==> src/rtl/xbus_pkg.sv <==
// Shared types for the row-bus (X-bus) broadcast sequencer.
package xbus_pkg;

  // Data type carried by a transfer command.
  typedef enum logic [1:0] {
    DT_IFMAP = 2'd0,
    DT_FLTR  = 2'd1,
    DT_PSUM  = 2'd2,
    DT_RSVD  = 2'd3
  } dtype_t;

  // Sequencer states.
  typedef enum logic [2:0] {
    ST_IDLE   = 3'd0,
    ST_TAG    = 3'd1,
    ST_SETTLE = 3'd2,
    ST_STREAM = 3'd3,
    ST_DONE   = 3'd4
  } state_t;

endpackage

==> src/rtl/xbus_scheduler_if.sv <==
// Command, source-stream and G2B bus signals of the X-bus scheduler.
// master: command/data source and PE side; slave: the scheduler.
interface xbus_scheduler_if #(
  parameter int DATA_WIDTH = 16,
  parameter int NUM_ROW    = 4,
  parameter int NUM_COL    = 4,
  parameter int LEN_WIDTH  = 12
);
  localparam int YW = $clog2(NUM_ROW);
  localparam int XW = $clog2(NUM_COL);

  logic                    cmd_valid;
  logic                    cmd_ready;
  logic [YW-1:0]           cmd_y_tag;
  logic [XW-1:0]           cmd_x_tag;
  logic [1:0]              cmd_type;
  logic [LEN_WIDTH-1:0]    cmd_len;

  logic                    src_valid;
  logic                    src_ready;
  logic [2*DATA_WIDTH-1:0] src_data;

  logic                    bus_ready;
  logic                    flush;
  logic [YW-1:0]           y_tag;
  logic [XW-1:0]           x_tag;
  logic [DATA_WIDTH-1:0]   ifmap_data_G2B;
  logic [DATA_WIDTH-1:0]   fltr_data_G2B;
  logic [2*DATA_WIDTH-1:0] psum_data_G2B;
  logic                    bus_valid;
  logic                    busy;
  logic                    done;
  logic                    err;

  modport master (
    output cmd_valid, cmd_y_tag, cmd_x_tag, cmd_type, cmd_len,
    output src_valid, src_data, bus_ready,
    input  cmd_ready, src_ready, flush, y_tag, x_tag,
    input  ifmap_data_G2B, fltr_data_G2B, psum_data_G2B,
    input  bus_valid, busy, done, err
  );

  modport slave (
    input  cmd_valid, cmd_y_tag, cmd_x_tag, cmd_type, cmd_len,
    input  src_valid, src_data, bus_ready,
    output cmd_ready, src_ready, flush, y_tag, x_tag,
    output ifmap_data_G2B, fltr_data_G2B, psum_data_G2B,
    output bus_valid, busy, done, err
  );

endinterface

==> src/rtl/xbus_scheduler.sv <==
// X-bus scheduler: flushes the row tag when the target row changes, then
// streams the requested number of source words onto the G2B lane selected
// by the command data type.
module xbus_scheduler
  import xbus_pkg::*;
#(
  parameter int DATA_WIDTH = 16,
  parameter int NUM_ROW    = 4,
  parameter int NUM_COL    = 4,
  parameter int LEN_WIDTH  = 12
) (
  input logic             clk,
  input logic             rst,
  xbus_scheduler_if.slave xb
);

  localparam int YW = $clog2(NUM_ROW);
  localparam int XW = $clog2(NUM_COL);
  localparam logic [LEN_WIDTH-1:0] LEN_ONE = LEN_WIDTH'(1);

  state_t               state;
  state_t               state_nxt;
  logic [YW-1:0]        y_tag_r;
  logic [XW-1:0]        x_tag_r;
  dtype_t               type_r;
  logic [LEN_WIDTH-1:0] len_r;
  logic [LEN_WIDTH-1:0] count;
  logic                 tag_valid;
  logic [YW-1:0]        last_tag;

  logic in_idle;
  logic in_stream;
  logic accept;
  logic beat;
  logic last_beat;

  assign in_idle   = (state == ST_IDLE);
  assign in_stream = (state == ST_STREAM);
  assign accept    = xb.cmd_valid && in_idle;
  assign beat      = in_stream && xb.src_valid && xb.bus_ready;
  // len_r is never 0 in STREAM, so len_r-1 cannot underflow here.
  assign last_beat = beat && (count == (len_r - LEN_ONE));

  assign xb.cmd_ready = in_idle;
  assign xb.busy      = !in_idle;
  assign xb.flush     = (state == ST_TAG);
  assign xb.done      = (state == ST_DONE);
  assign xb.err       = (state == ST_DONE) && (type_r == DT_RSVD);
  assign xb.bus_valid = in_stream && xb.src_valid;
  assign xb.src_ready = in_stream && xb.bus_ready;
  assign xb.y_tag     = y_tag_r;
  assign xb.x_tag     = x_tag_r;

  // Next-state selection; a cached row tag skips the flush/settle pair.
  always_comb begin
    state_nxt = state;
    case (state)
      ST_IDLE: begin
        if (xb.cmd_valid) begin
          if ((xb.cmd_len == '0) || (xb.cmd_type == DT_RSVD))
            state_nxt = ST_DONE;
          else if (tag_valid && (xb.cmd_y_tag == last_tag))
            state_nxt = ST_STREAM;
          else
            state_nxt = ST_TAG;
        end
      end
      ST_TAG:    state_nxt = ST_SETTLE;
      ST_SETTLE: state_nxt = ST_STREAM;
      ST_STREAM: if (last_beat) state_nxt = ST_DONE;
      ST_DONE:   state_nxt = ST_IDLE;
      default:   state_nxt = ST_IDLE;
    endcase
  end

  // Route the source word onto the lane for the current data type only.
  always_comb begin
    xb.ifmap_data_G2B = '0;
    xb.fltr_data_G2B  = '0;
    xb.psum_data_G2B  = '0;
    if (xb.bus_valid) begin
      case (type_r)
        DT_IFMAP: xb.ifmap_data_G2B = xb.src_data[DATA_WIDTH-1:0];
        DT_FLTR:  xb.fltr_data_G2B  = xb.src_data[DATA_WIDTH-1:0];
        DT_PSUM:  xb.psum_data_G2B  = xb.src_data;
        default:  ;
      endcase
    end
  end

  // State, command capture, beat counter and row-tag cache.
  always_ff @(posedge clk or posedge rst) begin
    if (rst) begin
      state     <= ST_IDLE;
      y_tag_r   <= '0;
      x_tag_r   <= '0;
      type_r    <= DT_IFMAP;
      len_r     <= '0;
      count     <= '0;
      tag_valid <= 1'b0;
      last_tag  <= '0;
    end else begin
      state <= state_nxt;
      if (accept) begin
        y_tag_r <= xb.cmd_y_tag;
        x_tag_r <= xb.cmd_x_tag;
        type_r  <= dtype_t'(xb.cmd_type);
        len_r   <= xb.cmd_len;
        count   <= '0;
      end
      if (state == ST_TAG) begin
        last_tag  <= y_tag_r;
        tag_valid <= 1'b1;
      end
      if (beat)
        count <= last_beat ? '0 : count + LEN_ONE;
    end
  end

endmodule

==> src/flat_wrapper.sv <==
// flat-port wrapper written by rule: the top's interface ports become plain ports
module xbus_scheduler_flat import xbus_pkg::*;
#(
  parameter int DATA_WIDTH = 16,
  parameter int NUM_ROW    = 4,
  parameter int NUM_COL    = 4,
  parameter int LEN_WIDTH  = 12
)
  (clk, rst, xb_cmd_valid, xb_cmd_y_tag, xb_cmd_x_tag, xb_cmd_type, xb_cmd_len, xb_src_valid, xb_src_data, xb_bus_ready, xb_cmd_ready, xb_src_ready, xb_flush, xb_y_tag, xb_x_tag, xb_ifmap_data_G2B, xb_fltr_data_G2B, xb_psum_data_G2B, xb_bus_valid, xb_busy, xb_done, xb_err);
  xbus_scheduler_if #(.DATA_WIDTH(DATA_WIDTH), .NUM_ROW(NUM_ROW), .NUM_COL(NUM_COL), .LEN_WIDTH(LEN_WIDTH)) xb_i ();
  input logic clk;
  input logic rst;
  input wire logic [$bits(xb_i.cmd_valid)-1:0] xb_cmd_valid;
  input wire logic [$bits(xb_i.cmd_y_tag)-1:0] xb_cmd_y_tag;
  input wire logic [$bits(xb_i.cmd_x_tag)-1:0] xb_cmd_x_tag;
  input wire logic [$bits(xb_i.cmd_type)-1:0] xb_cmd_type;
  input wire logic [$bits(xb_i.cmd_len)-1:0] xb_cmd_len;
  input wire logic [$bits(xb_i.src_valid)-1:0] xb_src_valid;
  input wire logic [$bits(xb_i.src_data)-1:0] xb_src_data;
  input wire logic [$bits(xb_i.bus_ready)-1:0] xb_bus_ready;
  output wire logic [$bits(xb_i.cmd_ready)-1:0] xb_cmd_ready;
  output wire logic [$bits(xb_i.src_ready)-1:0] xb_src_ready;
  output wire logic [$bits(xb_i.flush)-1:0] xb_flush;
  output wire logic [$bits(xb_i.y_tag)-1:0] xb_y_tag;
  output wire logic [$bits(xb_i.x_tag)-1:0] xb_x_tag;
  output wire logic [$bits(xb_i.ifmap_data_G2B)-1:0] xb_ifmap_data_G2B;
  output wire logic [$bits(xb_i.fltr_data_G2B)-1:0] xb_fltr_data_G2B;
  output wire logic [$bits(xb_i.psum_data_G2B)-1:0] xb_psum_data_G2B;
  output wire logic [$bits(xb_i.bus_valid)-1:0] xb_bus_valid;
  output wire logic [$bits(xb_i.busy)-1:0] xb_busy;
  output wire logic [$bits(xb_i.done)-1:0] xb_done;
  output wire logic [$bits(xb_i.err)-1:0] xb_err;
  assign xb_i.cmd_valid = xb_cmd_valid;
  assign xb_i.cmd_y_tag = xb_cmd_y_tag;
  assign xb_i.cmd_x_tag = xb_cmd_x_tag;
  assign xb_i.cmd_type = xb_cmd_type;
  assign xb_i.cmd_len = xb_cmd_len;
  assign xb_i.src_valid = xb_src_valid;
  assign xb_i.src_data = xb_src_data;
  assign xb_i.bus_ready = xb_bus_ready;
  assign xb_cmd_ready = xb_i.cmd_ready;
  assign xb_src_ready = xb_i.src_ready;
  assign xb_flush = xb_i.flush;
  assign xb_y_tag = xb_i.y_tag;
  assign xb_x_tag = xb_i.x_tag;
  assign xb_ifmap_data_G2B = xb_i.ifmap_data_G2B;
  assign xb_fltr_data_G2B = xb_i.fltr_data_G2B;
  assign xb_psum_data_G2B = xb_i.psum_data_G2B;
  assign xb_bus_valid = xb_i.bus_valid;
  assign xb_busy = xb_i.busy;
  assign xb_done = xb_i.done;
  assign xb_err = xb_i.err;
  xbus_scheduler #(.DATA_WIDTH(DATA_WIDTH), .NUM_ROW(NUM_ROW), .NUM_COL(NUM_COL), .LEN_WIDTH(LEN_WIDTH)) u_core (.clk(clk), .rst(rst), .xb(xb_i));
endmodule
==> config.mk <==
export PLATFORM = sky130hd
export DESIGN_NAME = xbus_scheduler_flat
export DESIGN_NICKNAME = d
export VERILOG_FILES = /design/src/rtl/xbus_pkg.sv /design/src/rtl/xbus_scheduler_if.sv /design/src/rtl/xbus_scheduler.sv /design/src/flat_wrapper.sv
export SDC_FILE = /design/constraint.sdc
export NUM_CORES = 1
export LEC_CHECK = 0
export ABC_AREA = 1
export CAP_MARGIN = 20
export CORE_UTILIZATION = 42
export DETAILED_ROUTE_END_ITERATION = 16
export GPL_ROUTABILITY_DRIVEN = 0
export MAX_ROUTING_LAYER = met4
export PLACE_DENSITY = 0.84
export SLEW_MARGIN = 20
export SYNTH_ARGS = -nofsm -noshare
export SYNTH_HDL_FRONTEND = slang
export SYNTH_SLANG_ARGS = --single-unit
==> constraint.sdc <==
create_clock -name clk -period 2.3 [get_ports clk]
set_input_delay 0.345 -clock clk [delete_from_list [all_inputs] [get_ports clk]]
set_output_delay 0.345 -clock clk [all_outputs]
set_load 0.01 [all_outputs]
[Yosys cells after proc, flatten, opt, wreduce, memory -nomap -nowiden]
Cells that the tools add are included.
Widths: inputs -> output; s select.
Word-level totals
  output and inout port bits: 75
  register bits after elaboration: 36
Operators by class
  equality and inequality tests: 12
  add/subtract/negate cells: 2
  reduce and logical (&&, ||, !) cells: 14
  mux-type cells: 14
Operators by type and width (number)
  $mux 16: 4
  $mux 32: 2
  $mux 12: 3
  $add 12x1->12 const B: 1
  $eq 12x12->1: 1
  $logic_not 12->1: 1
  $pmux 3 s4: 1
  $sub 12x1->12 const B: 1
  $mux 3: 3
  $logic_and 1x1->1: 7
  $eq 2x2->1 const B: 3
  $eq 3x2->1 const B: 2
  $ne 2x2->1 const B: 2
  $eq 3x1->1 const B: 1
  $eq 3x3->1 const B: 1
  $logic_not 3->1: 1
  $eq 2x1->1 const B: 1
  $eq 2x2->1: 1
  $logic_not 2->1: 1
  $mux 2: 1
  $reduce_and 2->1: 1
  $reduce_bool 2->1: 1
  $logic_not 1->1: 1
  $logic_or 1x1->1: 1

[Longest topological paths before layout]
Gate-level depths: netlist (run 1).
  depth in word-level cells: 6
  depth in mapped cells: 14

[Least setup slack after synthesis (run 1)]
Ideal clock, no wire load.
  path type: flip-flop to flip-flop
  start point: reg u_core.len_r[0]
  end point: reg u_core.count[0]
  arrival: 1613 ps
  library setup time: 124 ps
  cell stages (with the launch flop): 14
  path buffers: 0
  required time: 2176 ps
  clock period less this slack: 1737 ps
  setup slack: 563 ps
  path through: dfrtp_1 -> inv_2 -> ha_1 -> inv_1 -> nand2_1 -> nand2_1 -> nor2_2 -> nand2_1 -> nor2_1 -> nand2_1 -> nor2_2 -> nand4_4 -> nand2_4 -> a21oi_2
On the way
  longest elaborated chain between the ends: 5
Ends and longest elaborated chain
  start: declaration: line xbus_scheduler.sv:26  | logic [LEN_WIDTH-1:0] len_r;
  start signal: assignment: line xbus_scheduler.sv:108  | len_r <= xb.cmd_len;
  $sub 12x1->12: line xbus_scheduler.sv:42  | assign last_beat = beat && (count == (len_r - LEN_ONE));
  $eq 12x12->1: line xbus_scheduler.sv:42
  $logic_and 1x1->1: line xbus_scheduler.sv:42
  $mux 12: line xbus_scheduler.sv:116  | count <= last_beat ? '0 : count + LEN_ONE;
  $mux 12: line xbus_scheduler.sv:115  | if (beat)
  end signal: assignment: line xbus_scheduler.sv:116
  end: declaration: line xbus_scheduler.sv:27  | logic [LEN_WIDTH-1:0] count;
Every way passes these cells.
A chain may end at the register's enable or synchronous reset.

[Worst setup path after layout (run 1)]
  start point: reg u_core.state[2]
  end point: out xb_fltr_data_G2B[11]
On the way
  longest elaborated chain between the ends: 3
Ends and longest elaborated chain
  start: declaration: line xbus_scheduler.sv:21  | state_t state;
  start signal: assignment: line xbus_scheduler.sv:103  | state <= state_nxt;
  $eq 3x2->1: line xbus_scheduler.sv:38  | assign in_stream = (state == ST_STREAM);
  $logic_and 1x1->1: line xbus_scheduler.sv:49  | assign xb.bus_valid = in_stream && xb.src_valid;
  $mux 16: line xbus_scheduler.sv:81  | if (xb.bus_valid) begin
  end: declaration: line flat_wrapper.sv:27  | output wire logic [$bits(xb_i.fltr_data_G2B)-1:0] xb_fltr_data_G2B;
Every way passes these cells.

==> metrics.yaml, run 1 <==
synthesis:
  yosysWarnings: 0
  yosysTopAreaCellShare_pct: 32.2
  yosysMostFrequentCell: "nand2_1"
  synth_top_flop_cell: "dfrtp_1"
  syn_inst: 430
  synth_edf_count: 0
  ys_ff_latch: 36
  synth_cell_type_count: 35
  async_flop_share_pct: 100
  syn_area_um2: 2790
  syn_nets: 487
  synth_common_cells: "nand2_1 (122), nor3_1 (52), inv_1 (51), nor2_1 (50), dfrtp_1 (36)"
  ys_top_cells_by_area: "dfrtp_1 (32%), nand2_1 (16%), nor3_1 (9.3%)"
  yosysTopAreaCell: "dfrtp_1"
  avgSynthCellArea_um2: 6.50
  ys_seq_area_share_pct: 32.2
flow_run:
  drv_cap: 0
critical_path:
  reg2regPathDepth: 9
  r2r_slack_ps: 260
  crit_path_top_delay_cell: "dfrtp_1"
  worst-path-buf-inv: 4
  worst_path_largest_cell_delay_ps: 410
  cp_max_fo: 49
  end_kind: "primary output"
  crit_type: "flip-flop to primary output"
  crit_family: "buffers and inverters"
  r2r-start: "u_core.len_r[0]"
  startpoint_type: "flip-flop"
  path_cells: "inv_2, nand3_4, nor2_8, inv_1, buf_12, nor3_1, dlygate4sd2_1"
  r2r-end: "u_core.count[0]"
  arrival_ps: 1840
  cp.required_ps: 1960
detailed_routing:
  drtAntennaViolNets: 0
  wl_per_cell_um: 13.4
  via_count: 3163
  vias_per_cell: 4.97
  drt-total-wl_mm: 8.53
  drtIter0Drc: 128
  firstDrtPassIters: 4
  remaining_drc_errors: 0
global_route:
  busiest_layer: "met2"
  use_met1_pct: 30.2
  grt.total_usage_pct: 25.9
  gr-total-overflow: 0
  use_met2_pct: 46.1
  globalRouteMet3Util_pct: 4.25
  grt_pass1_vias: 3036
  grt_start_max_net_pins: 50
  grt_pass1_wl_mm: 14.3
  antenna_found_initial: 0
finish:
  fin_util_pct: 66.8
  area_growth_pct: 52.6
  antenna_cells: 0
  drive_above_1_share_pct: 9.64
  fin_area_um2: 4260
  nets: 616
timing:
  timing.fmax_ghz: 0.458
  worst_pin_slew_ps: 869
  post-route-period-util_pct: 94.8
  finalHoldViolCount: 0
  final.min_clock_period_ps: 2180
  finalSetupViolCount: 0
  finClkSkew_ps: 6.50
  finalMaxSlewViolations: 0
  max-slew-margin-rel_pct: 41.9
outcome:
  status: "complete, no violations"
cts:
  cts_tree: "built"
  cts_buffers: 5
  clockBufferDepth: 2
  cts_num_sinks: 36
  clk_latency_ps: 290
  ctsHoldBuffers: 0
  root_buffer: "clkbuf_8"
  cts_max_level: 2
  clk_pin_slew_worst_paths_ps: 70
floorplanning:
  fp-row-count: 29
  dieHeight_um: 83.6
  die_w_um: 83.6
  core_area_um2: 6390
  initial_core_util_pct: 43.8
  pin_count: 130
  die_area_um2: 6980
placement:
  postPlaceCellArea_um2: 4190
  dp_hpwl_mm: 6.70
  portBuffers: 129
pwr:
  pwr_density_cell_nw_per_um2: 864
  p_leak_nw: 2.32
  peakVddDrop_uv: 673
hold_path:
  min_path_type: "input port to asynchronous set/reset pin"
## repair_timing
action,CTS,global route
buffers inserted,0,0
endpoints found under the setup margin,50,12
resized for setup,51,13
pin swaps,0,0
## registers in the layout, indices dropped and copies added, names as in the netlist
name              count
u_core.count         12
u_core.len_r         12
u_core.state          3
u_core.last_tag       2
u_core.type_r         2
u_core.xb.x_tag       2
u_core.xb.y_tag       2
u_core.tag_valid      1
## worst min-delay path, stage by stage
cell and delay [ps]:
clkdlybuf4s50_1 390, inv_1 50, buf_4 390
## report_power, final
part | switching (W) | leakage [nW] | internal [W] | total [W]
Combinational | 0.00131 | 1.82 | 0.000832 | 0.00215
Clock | 0.000236 | 0.0445 | 0.000244 | 0.000480
Sequential | 0.000208 | 0.461 | 0.000848 | 0.00106
Total | 0.00176 | 2.32 | 0.00192 | 0.00368
## layer usage
layer  share of wire (%)  vias up
met5                   0        -
met4                 1.5        0
met3                 5.1        9
met2                  52      105
met1                  42     1445
li1                    -     1604
## area by class of cell
type	instances	area, um^2
tap	77	96.3
clock inverter	1	7.51
timing repair buffer	138	1340
clock buffer	7	86.3
multi-input combinational	319	1610
sequential	36	901
fill	582	2120
inverter	59	221
## placed cells by master, fill, tap and decap left out, drive strengths merged
cell / Yosys / layout
o21ai: 23 / 23
clkdlybuf4s50: 0 / 67
xnor2: 5 / 5
nand4: 3 / 3
nand3: 14 / 14
xor2: 14 / 14
nor3b: 2 / 2
buf: 8 / 9
nor3: 53 / 53
nor2: 60 / 60
clkbuf: 8 / 7
nor4: 1 / 1
a211oi: 1 / 1
dfrtp: 36 / 36
inv: 57 / 57
clkinv: 2 / 2
or2: 3 / 3
a21oi: 8 / 8
dlymetal6s2s: 0 / 12
dlygate4sd2: 0 / 50
clkinvlp: 0 / 1
ha: 2 / 2
nand2: 128 / 128
nand3b: 2 / 2
## cells by family after synthesis
| family | Yosys count | synth area share [%] |
|---|---|---|
| flip-flops | 36 | 32.2 |
| buffers and inverters | 75 | 10.4 |
| adder cells (fa/ha/maj) | 2 | 0.896 |
| XOR/XNOR | 19 | 5.96 |
| AND/OR/NAND/NOR | 266 | 43.3 |
| AO/OA/AOI/OAI | 32 | 7.17 |
## metrics by stage
stage	power [W]	std cells	setup slack, ps	setup TNS [ps]	hold slack [ps]
after global placement	0.00316	629	-219	-1480	448
after floorplan	0.00250	430	563	0	432
after CTS	0.00368	637	9.66	0	466
after global routing	0.00403	637	-11.6	-11.6	497
final	0.00368	637	119	0	444
after detailed placement	0.00322	629	-213	-2080	456
## worst max-delay path by stage
stage | depth (start not counted) | slack [ps] | end | startpoint
finish | 7 | 120 | xb_fltr_data_G2B[11] | u_core.state[2]
global route | 7 | -10 | xb_fltr_data_G2B[11] | u_core.state[2]
CTS | 7 | 10 | xb_psum_data_G2B[22] | u_core.state[2]
detailed placement | 7 | -210 | xb_fltr_data_G2B[14] | xb_src_valid
global placement | 7 | -220 | xb_fltr_data_G2B[14] | xb_src_valid
floorplan | 13 | 560 | u_core.count[0] | u_core.len_r[0]
Power figures use the tool's default switching activity.
==> inputs of run 2 (changes only) <==
Settings changed: CORE_MARGIN set to 10.
==> run 2 against run 1 <==
Against the previous run: setup slack improved by 84 ps; clock-buffer cell count unchanged; combinational power about the same; clock power decreased by 0.8%; non-clock buffer count decreased by 1; utilization decreased by 0.53 points; largest power group unchanged; global-route usage decreased by 7.1 points; clock skew decreased by 2.2 ps; final area decreased by 0.23%.
==> metrics.yaml, run 2 (synthesis results as in run 1) <==
pwr:
  p_leak_nw: 2.33  # +0.22%
  pwr_density_cell_nw_per_um2: 872  # +0.94%
  peakVddDrop_uv: 719  # +6.9%
  totalPowerFinal_w: 0.00371  # +0.70%
critical_path:
  arrival_ps: 1750  # -90 ps
  cp-startpoint: "u_core.state[2]"
  crit_end: "xb_fltr_data_G2B[6]"
  r2r-end: "u_core.count[10]"
  crit_type: "flip-flop to primary output"
  cp.required_ps: 1960  # about the same
  reg2regPathDepth: 11  # +2
  end_kind: "primary output"
  cp_max_fo: 50  # +2.0%
  r2r-start: "u_core.len_r[0]"
  r2r_slack_ps: 270  # about the same
  startpoint_type: "flip-flop"
finish:
  area_growth_pct: 52.2
  final_cell_mix: "nand2_1 (120), clkdlybuf4s50_1 (65), nor3_1 (52), dlygate4sd2_1 (52), inv_1 (51)"
  fin_area_um2: 4250  # -0.23%
  antenna_cells: 0  # unchanged
  drive_above_1_share_pct: 9.66  # +0.017 points
  reg.largest.list: "u_core.count: 12 flops, u_core.len_r: 12 flops, u_core.state: 3 flops"
  nets: 615  # -0.16%
  instances_no_fill: 636  # -0.16%
  final_common_cell: "nand2_1"
detailed_routing:
  firstDrtPassIters: 5  # +1
  remaining_drc_errors: 0  # unchanged
  drt-total-wl_mm: 9.63  # +13%
  via_count: 3153  # -0.32%
  vias_per_cell: 4.96  # -0.16%
  drtIter0Drc: 193  # +51%
  wl_per_cell_um: 15.1  # +13%
  drtAntennaViolNets: 0  # unchanged
floorplanning:
  fp-row-count: 29  # unchanged
  die_w_um: 102  # +22%
  core_area_um2: 6420  # +0.57%
  initial_core_util_pct: 43.5  # -0.25 points
  dieHeight_um: 102  # +22%
  die_area_um2: 10300  # +48%
  pin_count: 130  # unchanged
global_route:
  grt_pass1_vias: 3133  # +3.2%
  grt.total_usage_pct: 18.8  # -7.1 points
  grt_start_max_net_pins: 51  # +2.0%
  gr-total-overflow: 0  # unchanged
  grt_pass1_wl_mm: 15.3  # +7.6%
  antenna_found_initial: 0  # unchanged
placement:
  dp_cells: 628  # -0.16%
  dp_hpwl_mm: 7.95  # +19%
  portBuffers: 129  # unchanged
  postPlaceCellArea_um2: 4190  # -0.18%
timing:
  finalMaxSlewViolations: 0  # unchanged
  worst_pin_slew_ps: 845  # -23.6 ps
  final.min_clock_period_ps: 2100  # -84.4 ps
  rsz0062_at_grt: "false"
  max-slew-margin-rel_pct: 43.5  # +1.6 points
  finalHoldViolCount: 0  # unchanged
  timing.fmax_ghz: 0.477  # +4.0%
  hold_ws_ps: 451  # +7.37 ps
  post-route-period-util_pct: 91.2  # -3.7 points
  finalSetupViolCount: 0  # unchanged
  finClkSkew_ps: 4.28  # -2.21 ps
hold_path:
  min_path_type: "input port to asynchronous set/reset pin"
outcome:
  status: "complete, no violations"
cts:
  ctsHoldBuffers: 0  # unchanged
  cts_tree: "built"
  cts_buffers: 5  # unchanged
  cts_num_sinks: 36  # unchanged
  clk_latency_ps: 290  # about the same
  post_cts_buffers: 0  # unchanged
  clk_pin_slew_worst_paths_ps: 70  # about the same
  clockBufferDepth: 2  # unchanged
  cts_max_level: 2  # unchanged
  root_buffer: "clkbuf_8"
flow_run:
  drv_cap: 0  # unchanged
-- run 2: cell type report --
| cell class | instances | area (um^2) |
|---|---|---|
| Fill cell | 561 | 2170 |
| Inverter | 59 | 221 |
| Timing Repair Buffer | 137 | 1330 |
| Multi-Input combinational cell | 319 | 1610 |
| Clock inverter | 1 | 7.51 |
| Tap cell | 77 | 96.3 |
| Clock buffer | 7 | 86.3 |
| Sequential cell | 36 | 901 |
-- run 2: report_power, final --
part           total, W  internal [W]  switching, W
logic           0.00217      0.000831       0.00134
registers       0.00106      0.000848      0.000212
clock network  0.000476      0.000243      0.000233
-- run 2: critical path, stage by stage, from the launching register on --
cell           delay (ps)
dfrtp_1               410
inv_2                 100
nand3_4               100
nor2_8                100
inv_1                  70
buf_12                180
nor3_1                180
dlygate4sd2_1         300
-- run 2: worst min path at each step --
stage / from / depth (start not counted) / end
floorplan: u_core.tag_valid / 1 / u_core.tag_valid
global placement: u_core.tag_valid / 1 / u_core.tag_valid
detailed placement: u_core.xb.x_tag[0] / 2 / u_core.xb.x_tag[0]
CTS: rst / 3 / u_core.last_tag[1]
global route: u_core.tag_valid / 1 / u_core.tag_valid
finish: rst / 3 / u_core.xb.y_tag[0]
-- run 2: repair_timing --
action                     CTS  global route
resized for setup           55            12
hold endpoints to repair     0             0
setup endpoints to repair   55            12
-- run 2: through the flow --
step	utilization, %	TNS, ps	setup slack (ps)
2_1_floorplan	-	0	563
3_3_place_gp	65.2	-521	-55.9
3_5_place_dp	65.2	-1090	-78.4
4_1_cts	65.8	0	26.7
5_1_grt	66.2	0	75.5
6_report	66.2	0	203
-- run 2: routing by layer --
layer | wire, um | vias to the layer above | GRT usage, % | share of wire [%]
met5 | 0 | - | - | 0
met1 | 4020 | 1426 | 21.1 | 42
met2 | 4750 | 119 | 32.4 | 49
met3 | 722 | 11 | 4.83 | 7.5
met4 | 136 | 0 | 4.95 | 1.4
li1 | - | 1597 | - | -
==> inputs of run 3 (changes only) <==
Settings changed: CTS_BUF_LIST set to sky130_fd_sc_hd__clkbuf_16.
==> run 3 against run 2 <==
Against the previous run: final area grew 1.8%; final cell count is the same; first-iteration DRC count grew 1.0%; clock-buffer cell count shrank 2; critical path type unchanged; critical endpoint unchanged; largest power group unchanged; highest routed layer unchanged.
==> metrics.yaml, run 3 (synthesis results as in run 1) <==
outcome:
  status: "complete, no violations"
detailed_routing:
  remaining_drc_errors: 0  # unchanged
  via_count: 3175  # +0.70%
  wl_per_cell_um: 15.7  # +4.0%
  drtAntennaViolNets: 0  # unchanged
  vias_per_cell: 4.99  # +0.70%
  firstDrtPassIters: 4  # -1
  drt-total-wl_mm: 10.0  # +4.0%
  drtIter0Drc: 195  # +1.0%
finish:
  reg.largest.list: "u_core.count: 12 flops, u_core.len_r: 12 flops, u_core.state: 3 flops"
  area_growth_pct: 54.9
  fin_util_pct: 67.4  # +1.2 points
  antenna_cells: 0  # unchanged
  nets: 615  # unchanged
  drive_above_1_share_pct: 9.48  # -0.18 points
  final_common_cell: "nand2_1"
  multi_input_area_um2: 1610  # unchanged
  final_cell_mix: "nand2_1 (120), clkdlybuf4s50_1 (65), inv_1 (52), nor3_1 (52), nor2_1 (50)"
  regArea_um2: 901  # unchanged
  nFillCells: 553  # -1.4%
  instances_no_fill: 636  # unchanged
timing:
  max-slew-margin-rel_pct: 41.7  # -1.8 points
  finalSetupViolCount: 0  # unchanged
  finalMaxSlewViolations: 0  # unchanged
  finalHoldViolCount: 0  # unchanged
  tns_ps: 0  # unchanged
  rsz0062_at_grt: "false"
  finClkSkew_ps: 6.43  # +2.15 ps
  worst_pin_slew_ps: 871  # +26.2 ps
  final.min_clock_period_ps: 2080  # -11.8 ps
  post-route-period-util_pct: 90.6  # -0.51 points
  timing.fmax_ghz: 0.480  # +0.56%
floorplanning:
  die_w_um: 102  # unchanged
  die_area_um2: 10300  # unchanged
  pin_count: 130  # unchanged
  dieHeight_um: 102  # unchanged
  core_area_um2: 6420  # unchanged
  fp-row-count: 29  # unchanged
  initial_core_util_pct: 43.5  # unchanged
pwr:
  switching_share_pct: 47.1  # -1.1 points
  peakVddDrop_uv: 757  # +5.2%
  totalPowerFinal_w: 0.00392  # +5.9%
  p_seq_share_pct: 27.2  # -1.4 points
  p_comb_share_pct: 56.3  # -2.3 points
  power_frac_clock_pct: 16.5  # +3.7 points
  pwr_density_cell_nw_per_um2: 907  # +4.0%
  p_sw_w: 0.00185  # +3.5%
  p_leak_nw: 2.46  # +5.8%
  internal_power_w: 0.00208  # +8.1%
critical_path:
  r2r_slack_ps: 230  # -40 ps
  crit_path_top_delay_cell: "dfrtp_1"
  startpoint_type: "flip-flop"
  crit_type: "flip-flop to primary output"
  r2r-end: "u_core.count[10]"
  arrival_ps: 1740  # about the same
  cp_max_fo: 50  # unchanged
  cp.required_ps: 1960  # about the same
  worst_path_largest_cell_delay_ps: 410  # about the same
  crit_end: "xb_fltr_data_G2B[6]"
  path_cells: "inv_2, nand3_4, nor2_8, inv_1, buf_12, nor3_1, dlygate4sd2_1"
  cp-startpoint: "u_core.state[2]"
  end_kind: "primary output"
  reg2regPathDepth: 12  # +1
  r2r-start: "u_core.len_r[0]"
placement:
  dp_cells: 628  # unchanged
  dp_hpwl_mm: 7.95  # unchanged
  portBuffers: 129  # unchanged
hold_path:
  min_path_type: "flip-flop to flip-flop"
global_route:
  grt_pass1_wl_mm: 15.8  # +2.8%
  grt_start_max_net_pins: 51  # unchanged
  antenna_found_initial: 0  # unchanged
  grt_pass1_vias: 3199  # +2.1%
  gr-total-overflow: 0  # unchanged
  grt.total_usage_pct: 19.4  # +0.58 points
cts:
  clk_pin_slew_worst_paths_ps: 50  # -20 ps
  cts_num_sinks: 36  # unchanged
  clk_latency_ps: 280  # about the same
  root_buffer: "clkbuf_16"
  post_cts_buffers: 0  # unchanged
  clockBufferDepth: 2  # unchanged
  cts_buffers: 5  # unchanged
  cts_tree: "built"
  cts_max_level: 2  # unchanged
flow_run:
  drv_cap: 0  # unchanged
==> run 3: routing by layer <==
metal | vias to the layer above | wire [um] | part of all wire [%] | global-route usage (%)
met4 | 0 | 164 | 1.6 | 6.27
met2 | 122 | 4970 | 50 | 33.4
met3 | 12 | 769 | 7.7 | 4.90
met5 | - | 0 | 0 | -
met1 | 1441 | 4100 | 41 | 21.3
li1 | 1600 | - | - | -
==> run 3: what timing repair did <==
item | CTS | global route
endpoints found under the setup margin | 50 | 20
resized for setup | 46 | 21
hold buffers | 0 | 0
==> run 3: layout make-up <==
class                      count  share of cell area [%]
tap                           77                    2.23
inverter                      59                    5.12
clock inverter                 3                   0.347
sequential                    36                    20.8
clock buffer                   5                    2.89
multi-input combinational    319                    37.1
timing repair buffer         137                    31.5
==> run 3: how the worst min path moves through the flow <==
stage | from | endpoint | slack, ps | cells past startpoint
after floorplan | u_core.tag_valid | u_core.tag_valid | 430 | 1
after global placement | u_core.tag_valid | u_core.tag_valid | 450 | 1
after detailed placement | u_core.xb.x_tag[0] | u_core.xb.x_tag[0] | 460 | 2
after CTS | u_core.xb.x_tag[0] | u_core.xb.x_tag[0] | 470 | 2
after global routing | u_core.tag_valid | u_core.tag_valid | 480 | 1
final | u_core.tag_valid | u_core.tag_valid | 470 | 1
==> run 3: power groups by stage <==
stage               clock (W)  combinational, W  sequential, W
finish               0.000646           0.00221        0.00107
global route         0.000683           0.00247        0.00109
CTS                  0.000653           0.00221        0.00106
detailed placement          0           0.00219        0.00106
global placement            0           0.00212        0.00106
floorplan                   0           0.00146        0.00104
==> run 3: critical path, delay by kind of cell, from the launching register on <==
kind	cells	cell delay, ps
buf+inv	4	660
simple gates	3	390
flops	1	410
==> run 3: through the flow <==
step | area [um^2] | setup WS (ps) | hold WS [ps]
floorplan | 2790 | 563 | 432
global placement | 4190 | -55.9 | 448
detailed placement | 4190 | -78.4 | 458
CTS | 4280 | -9.72 | 471
global route | 4330 | 71.9 | 482
finish | 4330 | 215 | 468
